<file path="src/rtl/cycle_term_ctl_if.sv">
// ---------------------------------------------------------------------------
// cycle_term_ctl_if
// Bus-side signal bundle between the 68030 CPU strobes / address decoder and
// the cycle-termination controller.
//   master : CPU/decoder side  - drives nAS, nDS, RnW, nSEL
//                                observes DSACK, BERR, BUSY, CH_ACTIVE
//   slave  : controller side   - the reverse
// Parameter NUM_CH sets the chip-select width.
// ---------------------------------------------------------------------------
interface cycle_term_ctl_if #(
  parameter int NUM_CH = 4
);
  logic              nAS;
  logic              nDS;
  logic              RnW;
  logic [NUM_CH-1:0] nSEL;
  logic [1:0]        DSACK;
  logic              BERR;
  logic              BUSY;
  logic [2:0]        CH_ACTIVE;

  modport master (
    output nAS, nDS, RnW, nSEL,
    input  DSACK, BERR, BUSY, CH_ACTIVE
  );

  modport slave (
    input  nAS, nDS, RnW, nSEL,
    output DSACK, BERR, BUSY, CH_ACTIVE
  );
endinterface

</file>
<file path="src/rtl/cycle_term_ctl.sv">
// ---------------------------------------------------------------------------
// cycle_term_ctl
// Bus-cycle termination controller for the 68030 board. Latches the single
// active-low chip select seen with nAS low, waits a per-channel number of
// DRAM_CLKs, then returns that channel's DSACK port-size code gated by nDS.
// Read-only channels are not acknowledged on writes. Optional bus-error
// timer (macro BUS_TIMEOUT_EN) raises BERR on cycles nobody terminates.
//
// Ports
//   DRAM_CLK  in   system clock (2x CPU_CLK)
//   nRST      in   asynchronous active-low reset
//   bus       slave modport of cycle_term_ctl_if:
//               nAS, nDS, RnW, nSEL[NUM_CH]   CPU strobes and chip selects
//               DSACK[1:0], BERR              termination (active-high)
//               BUSY, CH_ACTIVE[2:0]          status, registered
//
// Configuration macro: BUS_TIMEOUT_EN (undefined -> BERR tied low).
// ---------------------------------------------------------------------------
module cycle_term_ctl #(
  parameter int                      NUM_CH     = 4,
  parameter int                      WAIT_W     = 4,
  parameter logic [NUM_CH*WAIT_W-1:0] CH_WAITS  = {NUM_CH{4'd2}},
  parameter logic [NUM_CH*2-1:0]     CH_PORT    = {NUM_CH{2'b10}},
  parameter logic [NUM_CH-1:0]       CH_RDONLY  = {NUM_CH{1'b0}},
  parameter int                      TMO_W      = 7,
  parameter int                      TMO_CYCLES = 127
) (
  input logic           DRAM_CLK,
  input logic           nRST,
  cycle_term_ctl_if.slave bus
);

  typedef enum logic [1:0] {
    IDLE,
    WAIT,
    DONE
  } state_t;

  state_t            state_q;
  logic [WAIT_W-1:0] cnt_q;
  logic [1:0]        dsack_q;
  logic [2:0]        ch_q;
  logic              busy_q;

  // Select decode: exactly one low bit makes a valid channel.
  logic [3:0]        low_cnt_d;
  logic [2:0]        sel_ch_d;
  logic              sel_valid_d;
  logic [WAIT_W-1:0] sel_wait_d;
  logic              sel_ro_d;
  logic [1:0]        ch_port_d;

  // NOTE: every variable assigned in always_comb gets a default first, so no
  // path leaves it unassigned and no latch is inferred.
  always_comb begin
    low_cnt_d = '0;
    sel_ch_d  = '0;
    for (int i = 0; i < NUM_CH; i++) begin
      if (!bus.nSEL[i]) begin
        low_cnt_d = low_cnt_d + 4'd1;
        sel_ch_d  = 3'(i);
      end
    end
    sel_valid_d = (low_cnt_d == 4'd1);
    sel_wait_d  = CH_WAITS[int'(sel_ch_d)*WAIT_W +: WAIT_W];
    sel_ro_d    = CH_RDONLY[int'(sel_ch_d)];
    ch_port_d   = CH_PORT[int'(ch_q)*2 +: 2];
  end

  // NOTE: sequential state uses non-blocking assignments so every register
  // samples the pre-edge values regardless of statement order.
  always_ff @(posedge DRAM_CLK or negedge nRST) begin
    if (!nRST) begin
      state_q <= IDLE;
      cnt_q   <= '0;
      dsack_q <= 2'b00;
      ch_q    <= 3'd0;
      busy_q  <= 1'b0;
    end else begin
      case (state_q)
        IDLE: begin
          if (!bus.nAS && sel_valid_d) begin
            ch_q   <= sel_ch_d;
            busy_q <= 1'b1;
            if (!bus.RnW && sel_ro_d) begin
              // Write to a read-only channel: park in DONE without DSACK.
              dsack_q <= 2'b00;
              state_q <= DONE;
            end else begin
              cnt_q   <= sel_wait_d;
              state_q <= WAIT;
            end
          end
        end
        WAIT: begin
          if (bus.nAS) begin
            // CPU abandoned the cycle; no acknowledge is issued.
            state_q <= IDLE;
            busy_q  <= 1'b0;
            ch_q    <= 3'd0;
          end else if (cnt_q != '0) begin
            cnt_q <= cnt_q - 1'b1;
          end else begin
            dsack_q <= ch_port_d;
            state_q <= DONE;
          end
        end
        DONE: begin
          if (bus.nAS) begin
            state_q <= IDLE;
            dsack_q <= 2'b00;
            busy_q  <= 1'b0;
            ch_q    <= 3'd0;
          end
        end
        default: begin
          state_q <= IDLE;
          dsack_q <= 2'b00;
          busy_q  <= 1'b0;
          ch_q    <= 3'd0;
        end
      endcase
    end
  end

  // DSACK falls combinationally with nDS so the CPU sees termination end
  // without waiting for a DRAM_CLK edge.
  assign bus.DSACK     = dsack_q & {2{~bus.nDS}};
  assign bus.BUSY      = busy_q;
  assign bus.CH_ACTIVE = ch_q;

`ifdef BUS_TIMEOUT_EN
  localparam logic [TMO_W-1:0] TMO_MAX = TMO_W'(TMO_CYCLES);

  logic [TMO_W-1:0] tmo_q;

  // Runs off nAS alone so any unterminated cycle errors, whatever the FSM did.
  always_ff @(posedge DRAM_CLK or negedge nRST) begin
    if (!nRST) begin
      tmo_q <= '0;
    end else if (bus.nAS) begin
      tmo_q <= '0;
    end else if (tmo_q != TMO_MAX) begin
      tmo_q <= tmo_q + 1'b1;
    end
  end

  assign bus.BERR = (tmo_q == TMO_MAX);
`else
  assign bus.BERR = 1'b0;
`endif

endmodule

</file>
<file path="src/flat_wrapper.sv">
// flat-port wrapper written by rule: the top's interface ports become plain ports
module cycle_term_ctl_flat 
#(
  parameter int                      NUM_CH     = 4,
  parameter int                      WAIT_W     = 4,
  parameter logic [NUM_CH*WAIT_W-1:0] CH_WAITS  = {NUM_CH{4'd2}},
  parameter logic [NUM_CH*2-1:0]     CH_PORT    = {NUM_CH{2'b10}},
  parameter logic [NUM_CH-1:0]       CH_RDONLY  = {NUM_CH{1'b0}},
  parameter int                      TMO_W      = 7,
  parameter int                      TMO_CYCLES = 127
)
  (DRAM_CLK, nRST, bus_nAS, bus_nDS, bus_RnW, bus_nSEL, bus_DSACK, bus_BERR, bus_BUSY, bus_CH_ACTIVE);
  cycle_term_ctl_if #(.NUM_CH(NUM_CH)) bus_i ();
  input logic DRAM_CLK;
  input logic nRST;
  input wire logic [$bits(bus_i.nAS)-1:0] bus_nAS;
  input wire logic [$bits(bus_i.nDS)-1:0] bus_nDS;
  input wire logic [$bits(bus_i.RnW)-1:0] bus_RnW;
  input wire logic [$bits(bus_i.nSEL)-1:0] bus_nSEL;
  output wire logic [$bits(bus_i.DSACK)-1:0] bus_DSACK;
  output wire logic [$bits(bus_i.BERR)-1:0] bus_BERR;
  output wire logic [$bits(bus_i.BUSY)-1:0] bus_BUSY;
  output wire logic [$bits(bus_i.CH_ACTIVE)-1:0] bus_CH_ACTIVE;
  assign bus_i.nAS = bus_nAS;
  assign bus_i.nDS = bus_nDS;
  assign bus_i.RnW = bus_RnW;
  assign bus_i.nSEL = bus_nSEL;
  assign bus_DSACK = bus_i.DSACK;
  assign bus_BERR = bus_i.BERR;
  assign bus_BUSY = bus_i.BUSY;
  assign bus_CH_ACTIVE = bus_i.CH_ACTIVE;
  cycle_term_ctl #(.NUM_CH(NUM_CH), .WAIT_W(WAIT_W), .CH_WAITS(CH_WAITS), .CH_PORT(CH_PORT), .CH_RDONLY(CH_RDONLY), .TMO_W(TMO_W), .TMO_CYCLES(TMO_CYCLES)) u_core (.DRAM_CLK(DRAM_CLK), .nRST(nRST), .bus(bus_i));
endmodule
</file>
<file path="config.mk">
export PLATFORM = sky130hd
export DESIGN_NAME = cycle_term_ctl_flat
export DESIGN_NICKNAME = d
export VERILOG_FILES = /design/src/rtl/cycle_term_ctl_if.sv /design/src/rtl/cycle_term_ctl.sv /design/src/flat_wrapper.sv
export SDC_FILE = /design/constraint.sdc
export NUM_CORES = 1
export LEC_CHECK = 0
export ABC_AREA = 1
export CELL_PAD_IN_SITES_DETAIL_PLACEMENT = 1
export CELL_PAD_IN_SITES_GLOBAL_PLACEMENT = 1
export CORE_ASPECT_RATIO = 1.25
export CORE_MARGIN = 2
export CORE_UTILIZATION = 30
export CTS_BUF_LIST = sky130_fd_sc_hd__clkbuf_8 sky130_fd_sc_hd__clkbuf_16
export DETAILED_ROUTE_END_ITERATION = 8
export DONT_BUFFER_PORTS = 1
export PLACE_DENSITY = 0.67
export SLEW_MARGIN = 20
export SYNTH_ARGS = -nofsm -noshare
export SYNTH_HDL_FRONTEND = slang
export SYNTH_SLANG_ARGS = --single-unit
export TNS_END_PERCENT = 20
</file>
<file path="constraint.sdc">
create_clock -name DRAM_CLK -period 2 [get_ports DRAM_CLK]
set_clock_uncertainty 0.05 [all_clocks]
set_input_delay 0.1 -clock DRAM_CLK [delete_from_list [all_inputs] [get_ports DRAM_CLK]]
set_output_delay 0.1 -clock DRAM_CLK [all_outputs]
set_load 0.01 [all_outputs]
</file>
==> impl_results.md, run 1 <==
* Switching power of the nets at 584 uW
* Leakage at 0.470 nW
* GP Congestion at 0.674
* # setup viols final at 0
* Vias in the first global route at 709
* Worst Hold Margin at 0.0215 ns
* Final slew viol count at 0
* Cell seen most often among critical-path stages: nand2_1
* Setup WS pre-CTS at about 0.18 ns
* Outcome: finished, final reports clean
* Antenna-violating nets left at 0
* CP Data Required Time at 2.07 ns
* Critical path class: flip-flop to flip-flop
* Clock Tree Buf Depth at 2
* Final #Nets at between 100 and 150
* Part of the Yosys area used for sequential elements at 30.6%
* Worst vdd ir at 0.000718 V
* Routed wire length at between 1.5 and 2 mm
* Area post-placement at 818 um2
* Ys Warns at 0
* Post-Layout Inst Area at 870 um2
* CTS tree: done
* Share of power burned in combinational logic at a little over half
* Total gr overflow at 0
* Flop pwr share at 29.6%
* Global-route wire length before repair at 2.86 mm
* Switching power share of the total at 46.2%
* Total number of vias at about 670
* RSZ-0062 raised after global routing: no
* Mapped cell area at 817 um2
* Fin cells at 146
* Worst-path fanout max at 5
* HP Class: primary input to flip-flop
* Largest net degree at the start of global routing at 13
* Fmax achieved at 580 MHz
* Row Count at 21
* Commonest non-fill, non-tap cells in the layout: 34 x nand2_1, 15 x inv_1, 10 x nand3_1, 10 x dfrtp_1, 9 x nor2_1
* Final worst slack at 0.275 ns
* Post-CTS Setup Inserts at 0
* Avg Cell Area, Syn at 7.36 um2
* Max Cap Viol at 0
* Most common cell after layout, fill and taps aside: nand2_1
* Initial DRT Pass Iterations at 2
* Initial antenna violation count at 0
* # DRC at 0
* Clk root buf: clkbuf_8
* Starting DRT DRC Count at 12
* CTS clk-pin slew, worst paths at 0.05 ns
* Final Util at 33.1%
* Power per cell area at 1450 mW/mm2
* Total CTS buffers at 3
* Power Total at 1.26 mW
* Internal cell power at 680 uW
* Final clock period utilization by the worst path at 86.3%
* H-tree levels at 1
* Final worst path period need at ~1.7 ns
* Area Growth Syn to Fin at 6.43%
* Share of layout cells above drive strength 1 at 11.6%
* Post-Syn Instances at approximately 110
* Fin Setup TNS at 0 ns
* Port-buffer cells at 0
* CP Capture Type: flip-flop
* Die area at 0.00316 mm2
* Synth unique cells at 22
* Crit-path cells: inv_1, ha_1, inv_2, nor2_1, inv_1, o22ai_2, nand2_1, nand2_1, nand2_1
* Synthesis-stage register bit count at 10
* Crit path DAT at 1.80 ns
* Die height at 62.3 um
* Gr usage total at between 10% and 20%
* Initial Utilization at 31.1%
* Dpl hpwl at 1.34 mm
* Final hold vios at 0
* Area of the core at 0.00263 mm2
* Worst-Skew Late Latency at ~0.23 ns
* Clock share of power at between 10% and 20%
* Largest stage delay on the critical path at 0.39 ns
* Startpoint Class: flip-flop
* Die Wd at 50.7 um
* ANT cells at 0
* Vias per inst at 4.55
* CTS Sinks at 10
* Slowest-stage cell, CP: dfrtp_1
* Cell count after placement at 142
* Routed len/inst at 11.0 um
* I/O Pins at 16
critical path, delay by kind of cell, from the launching register on:
kind	cells	cell delay [ns]
compound gates	1	0.23
fa+ha+maj	1	0.25
buf+inv	3	0.25
flops	1	0.39
simple gates	4	0.44
power groups by stage:
stage / Sequential [mW] / Clock (mW) / Combinational [mW]
5_1_grt: 0.383 / 0.220 / 0.797
4_1_cts: 0.376 / 0.212 / 0.703
3_5_place_dp: 0.379 / 0 / 0.690
6_report: 0.374 / 0.202 / 0.688
2_1_floorplan: 0.357 / 0 / 0.614
3_3_place_gp: 0.374 / 0 / 0.669
worst paths after layout:
kind	start	to	slack, ns	depth (start not counted)
worst max-delay path	u_core.state_q[1]	u_core.cnt_q[2]	0.27	9
worst min-delay path	bus_nAS	u_core.state_q[1]	0.02	3
worst max register to register	u_core.state_q[1]	u_core.cnt_q[2]	0.27	9
worst min register to register	u_core.cnt_q[1]	u_core.cnt_q[1]	0.45	2
max in group asynchronous	nRST	u_core.bus.CH_ACTIVE[0]	1.36	1
min in group asynchronous	nRST	u_core.dsack_q[1]	0.21	1
what timing repair did:
item	4_1_cts	5_1_grt
setup endpoints to repair	0	0
endpoints found under the hold margin	10	0
resized for setup	0	0
hold buffers	1	0
per-layer routing:
metal | GRT usage, % | vias up | routed length [um]
met1 | 12.7 | 315 | 646
met5 | 0 | - | 0
met4 | 2.03 | 0 | 0
li1 | - | 340 | -
met3 | 4.57 | 0 | 96
met2 | 20.7 | 10 | 869
kinds of logic (layout without fill, tap and decap cells):
group | after synthesis | after routing | share of synthesized area (%)
simple gates | 63 | 63 | 35.4
buf+inv | 22 | 21 | 13.8
flops | 10 | 10 | 30.6
fa+ha+maj | 8 | 8 | 12.3
compound gates | 4 | 4 | 3.37
xor+xnor | 3 | 3 | 4.14
other cells | 1 | 3 | 0.459
Yosys cell counts:
cell type / n / area (um2)
nand3b_1: 1 / 7.51
nor3_1: 2 / 10.0
conb_1: 1 / 3.75
buf_8: 1 / 15.0
dfrtp_1: 10 / 250
inv_1: 15 / 56.3
ha_1: 8 / 100
nand2_1: 34 / 128
a21oi_1: 3 / 15.0
o22ai_2: 1 / 12.5
nand4_1: 1 / 6.26
nor3b_2: 1 / 12.5
nand2_4: 2 / 22.5
nor2_1: 9 / 33.8
inv_2: 2 / 7.51
nand3_1: 10 / 50.1
xnor2_2: 1 / 16.3
nand2_2: 1 / 6.26
buf_4: 3 / 22.5
xnor2_1: 2 / 17.5
buf_6: 1 / 11.3
nor2_2: 2 / 12.5
flip-flops by register name, summed over array words and instances, names as in the netlist:
signal and count:
u_core.bus.CH_ACTIVE 2, u_core.bus.BUSY 1, u_core.state_q 2, u_core.dsack_q 1, u_core.cnt_q 4
layout make-up:
cell class | count | area [um2]
Fill cell | 342 | 1760
Multi-Input combinational cell | 81 | 462
Sequential cell | 10 | 250
Inverter | 17 | 63.8
Tap cell | 34 | 42.5
Clock buffer | 3 | 41.3
Timing Repair Buffer | 1 | 10.0
(Power assumes the default switching activity.)
==> run 2, diff against run 1 <==
Settings changed: RECOVER_POWER from default to 100.
==> run 2 against run 1 <==
  * Sequential power about the same
  * Count of clock-buffer cells in the layout unchanged
  * Die area unchanged
  * First-iteration DRC count down 25%
  * Via count down 0.45%
  * Routed wire length up 0.31%
  * Critical path depth unchanged
  * Clock power about the same
  * Critical path type unchanged
  * Largest power group unchanged
==> impl_results.md, run 2 (synthesis gave the netlist of run 1 again) <==
* Antenna-violating nets left at 0 (unchanged)
* # setup viols final at 0 (unchanged)
* Vias per inst at 4.53 (-0.45%)
* Critical path class: flip-flop to flip-flop
* Starting DRT DRC Count at 9 (-3)
* CP Capture Type: flip-flop
* Die Wd at 50.7 um (unchanged)
* R2R Setup Slk at 0.25 ns (-0.02 ns)
* Clock Tree Buf Depth at 2 (unchanged)
* Row Count at 21 (unchanged)
* CTS Sinks at 10 (unchanged)
* Storage cell area at 250 um2 (unchanged)
* Worst-Skew Late Latency at 0.23 ns (about the same)
* Vias in the first global route at 709 (unchanged)
* Final clock period utilization by the worst path at 87.4% (+1.1 points)
* Die area at 0.00316 mm2 (unchanged)
* Final slew viol count at 0 (unchanged)
* Total number of vias at 662 (-0.45%)
* Total gr overflow at 0 (unchanged)
* Die height at 62.3 um (unchanged)
* GP Congestion at 0.674 (unchanged)
* Total CTS buffers at 3 (unchanged)
* Global-route wire length before repair at 2.86 mm (unchanged)
* Initial antenna violation count at 0 (unchanged)
* Final Util at 32.5% (-0.57 points)
* Gr usage total at 11.6% (unchanged)
* Dpl hpwl at 1.34 mm (unchanged)
* Max reg flops at 4 (unchanged)
* Top reg by flops: u_core.cnt_q
* Power per cell area at 1460 mW/mm2 (+0.72%)
* Port-buffer cells at 0 (unchanged)
* Clk root buf: clkbuf_8
* Final worst path period need at 1.75 ns (+0.0229 ns)
* Leakage at 0.462 nW (-1.8%)
* ANT cells at 0 (unchanged)
* Routed wire length at 1.62 mm (+0.31%)
* CTS tree: done
* H-tree levels at 1 (unchanged)
* Footprint of the multi-input gates at 447 um2 (-3.3%)
* Max Cap Viol at 0 (unchanged)
* HP Class: primary input to flip-flop
* CTS clk-pin slew, worst paths at 0.05 ns (about the same)
* Startpoint Class: flip-flop
* Share of layout cells above drive strength 1 at 8.04% (-3.6 points)
* Outcome: finished, final reports clean
* Final hold vios at 0 (unchanged)
* Routed len/inst at 11.1 um (+0.31%)
* Area of the core at 0.00263 mm2 (unchanged)
* Post-CTS Setup Inserts at 0 (unchanged)
* Initial Utilization at 31.1% (unchanged)
* Filler cell count in the final layout at 343 (+0.29%)
* Crit path DAT at 1.82 ns (+0.02 ns)
* # DRC at 0 (unchanged)
* Area Growth Syn to Fin at 4.59%
* Worst vdd ir at 0.000718 V (about the same)
* Largest net degree at the start of global routing at 13 (unchanged)
* Initial DRT Pass Iterations at 2 (unchanged)
* CP Data Required Time at 2.07 ns (about the same)
* Fmax achieved at 572 MHz (-1.3%)
* Worst-path fanout max at 5 (unchanged)
* Final #Nets at 131 (unchanged)
* Fin Setup TNS at 0 ns (unchanged)
* RSZ-0062 raised after global routing: no
* Most common cell after layout, fill and taps aside: nand2_1
* I/O Pins at 16 (unchanged)
* Commonest non-fill, non-tap cells in the layout: 34 x nand2_1, 16 x inv_1, 10 x nor2_1, 10 x nand3_1, 10 x dfrtp_1
* Power Total at 1.25 mW (-1.0%)
-- run 2: cell counts in the layout (fill, tap and decap cells not counted) --
Identical to the previous run, type by type.
-- run 2: layout make-up --
type | instances | area share [%]
tap | 34 | 4.98
clock buffer | 3 | 4.83
sequential | 10 | 29.3
multi-input combinational | 81 | 52.3
inverter | 17 | 7.47
timing repair buffer | 1 | 1.17
-- run 2: per-layer routing --
metal / wire, um / GRT usage (%) / vias to the layer above
met2: 870 / 20.7 / 10
met4: 0 / 2.03 / 0
met5: 0 / 0 / -
met3: 95 / 4.57 / 0
li1: - / - / 338
met1: 651 / 12.7 / 314
-- run 2: worst max-delay path, cell delays in order (launching register included) --
cell and delay [ns]:
dfrtp_1 0.39, inv_1 0.09, ha_1 0.24, inv_1 0.11, nor2_1 0.14, inv_1 0.08, o22ai_2 0.23, nand2_1 0.17
nand2_1 0.09, nand2_1 0.04
-- run 2: final timing paths --
path,cells past startpoint,start,endpoint
setup reg to reg,9,u_core.state_q[1],u_core.cnt_q[2]
hold / removal,3,bus_nAS,u_core.state_q[1]
min in group asynchronous,1,nRST,u_core.dsack_q[1]
hold reg to reg,2,u_core.cnt_q[1],u_core.cnt_q[1]
setup / recovery,9,u_core.state_q[1],u_core.cnt_q[2]
max in group asynchronous,1,nRST,u_core.bus.CH_ACTIVE[0]
-- run 2: what timing repair did --
| item | CTS | global route |
|---|---|---|
| hold buffers | 1 | 0 |
| hold endpoints to repair | 10 | 0 |
| gates resized for setup | 0 | 0 |
-- run 2: through the flow --
step | cells | setup WS, ns | instance area (um2) | hold WS, ns
3_5_place_dp | 142 | 0.181 | 818 | -0.245
6_report | 146 | 0.252 | 855 | 0.0213
5_1_grt | 146 | 0.0761 | 855 | 0.0489
2_1_floorplan | 113 | 0.359 | 825 | -0.246
4_1_cts | 146 | 0.255 | 870 | 0.0237
3_3_place_gp | 142 | 0.219 | 818 | -0.245
-- run 2: report_power, final --
group	switching, mW	internal [mW]	leakage [nW]
clock	0.0710	0.131	0.0216
sequential	0.0785	0.294	0.128
combinational	0.429	0.247	0.312
total	0.578	0.672	0.462
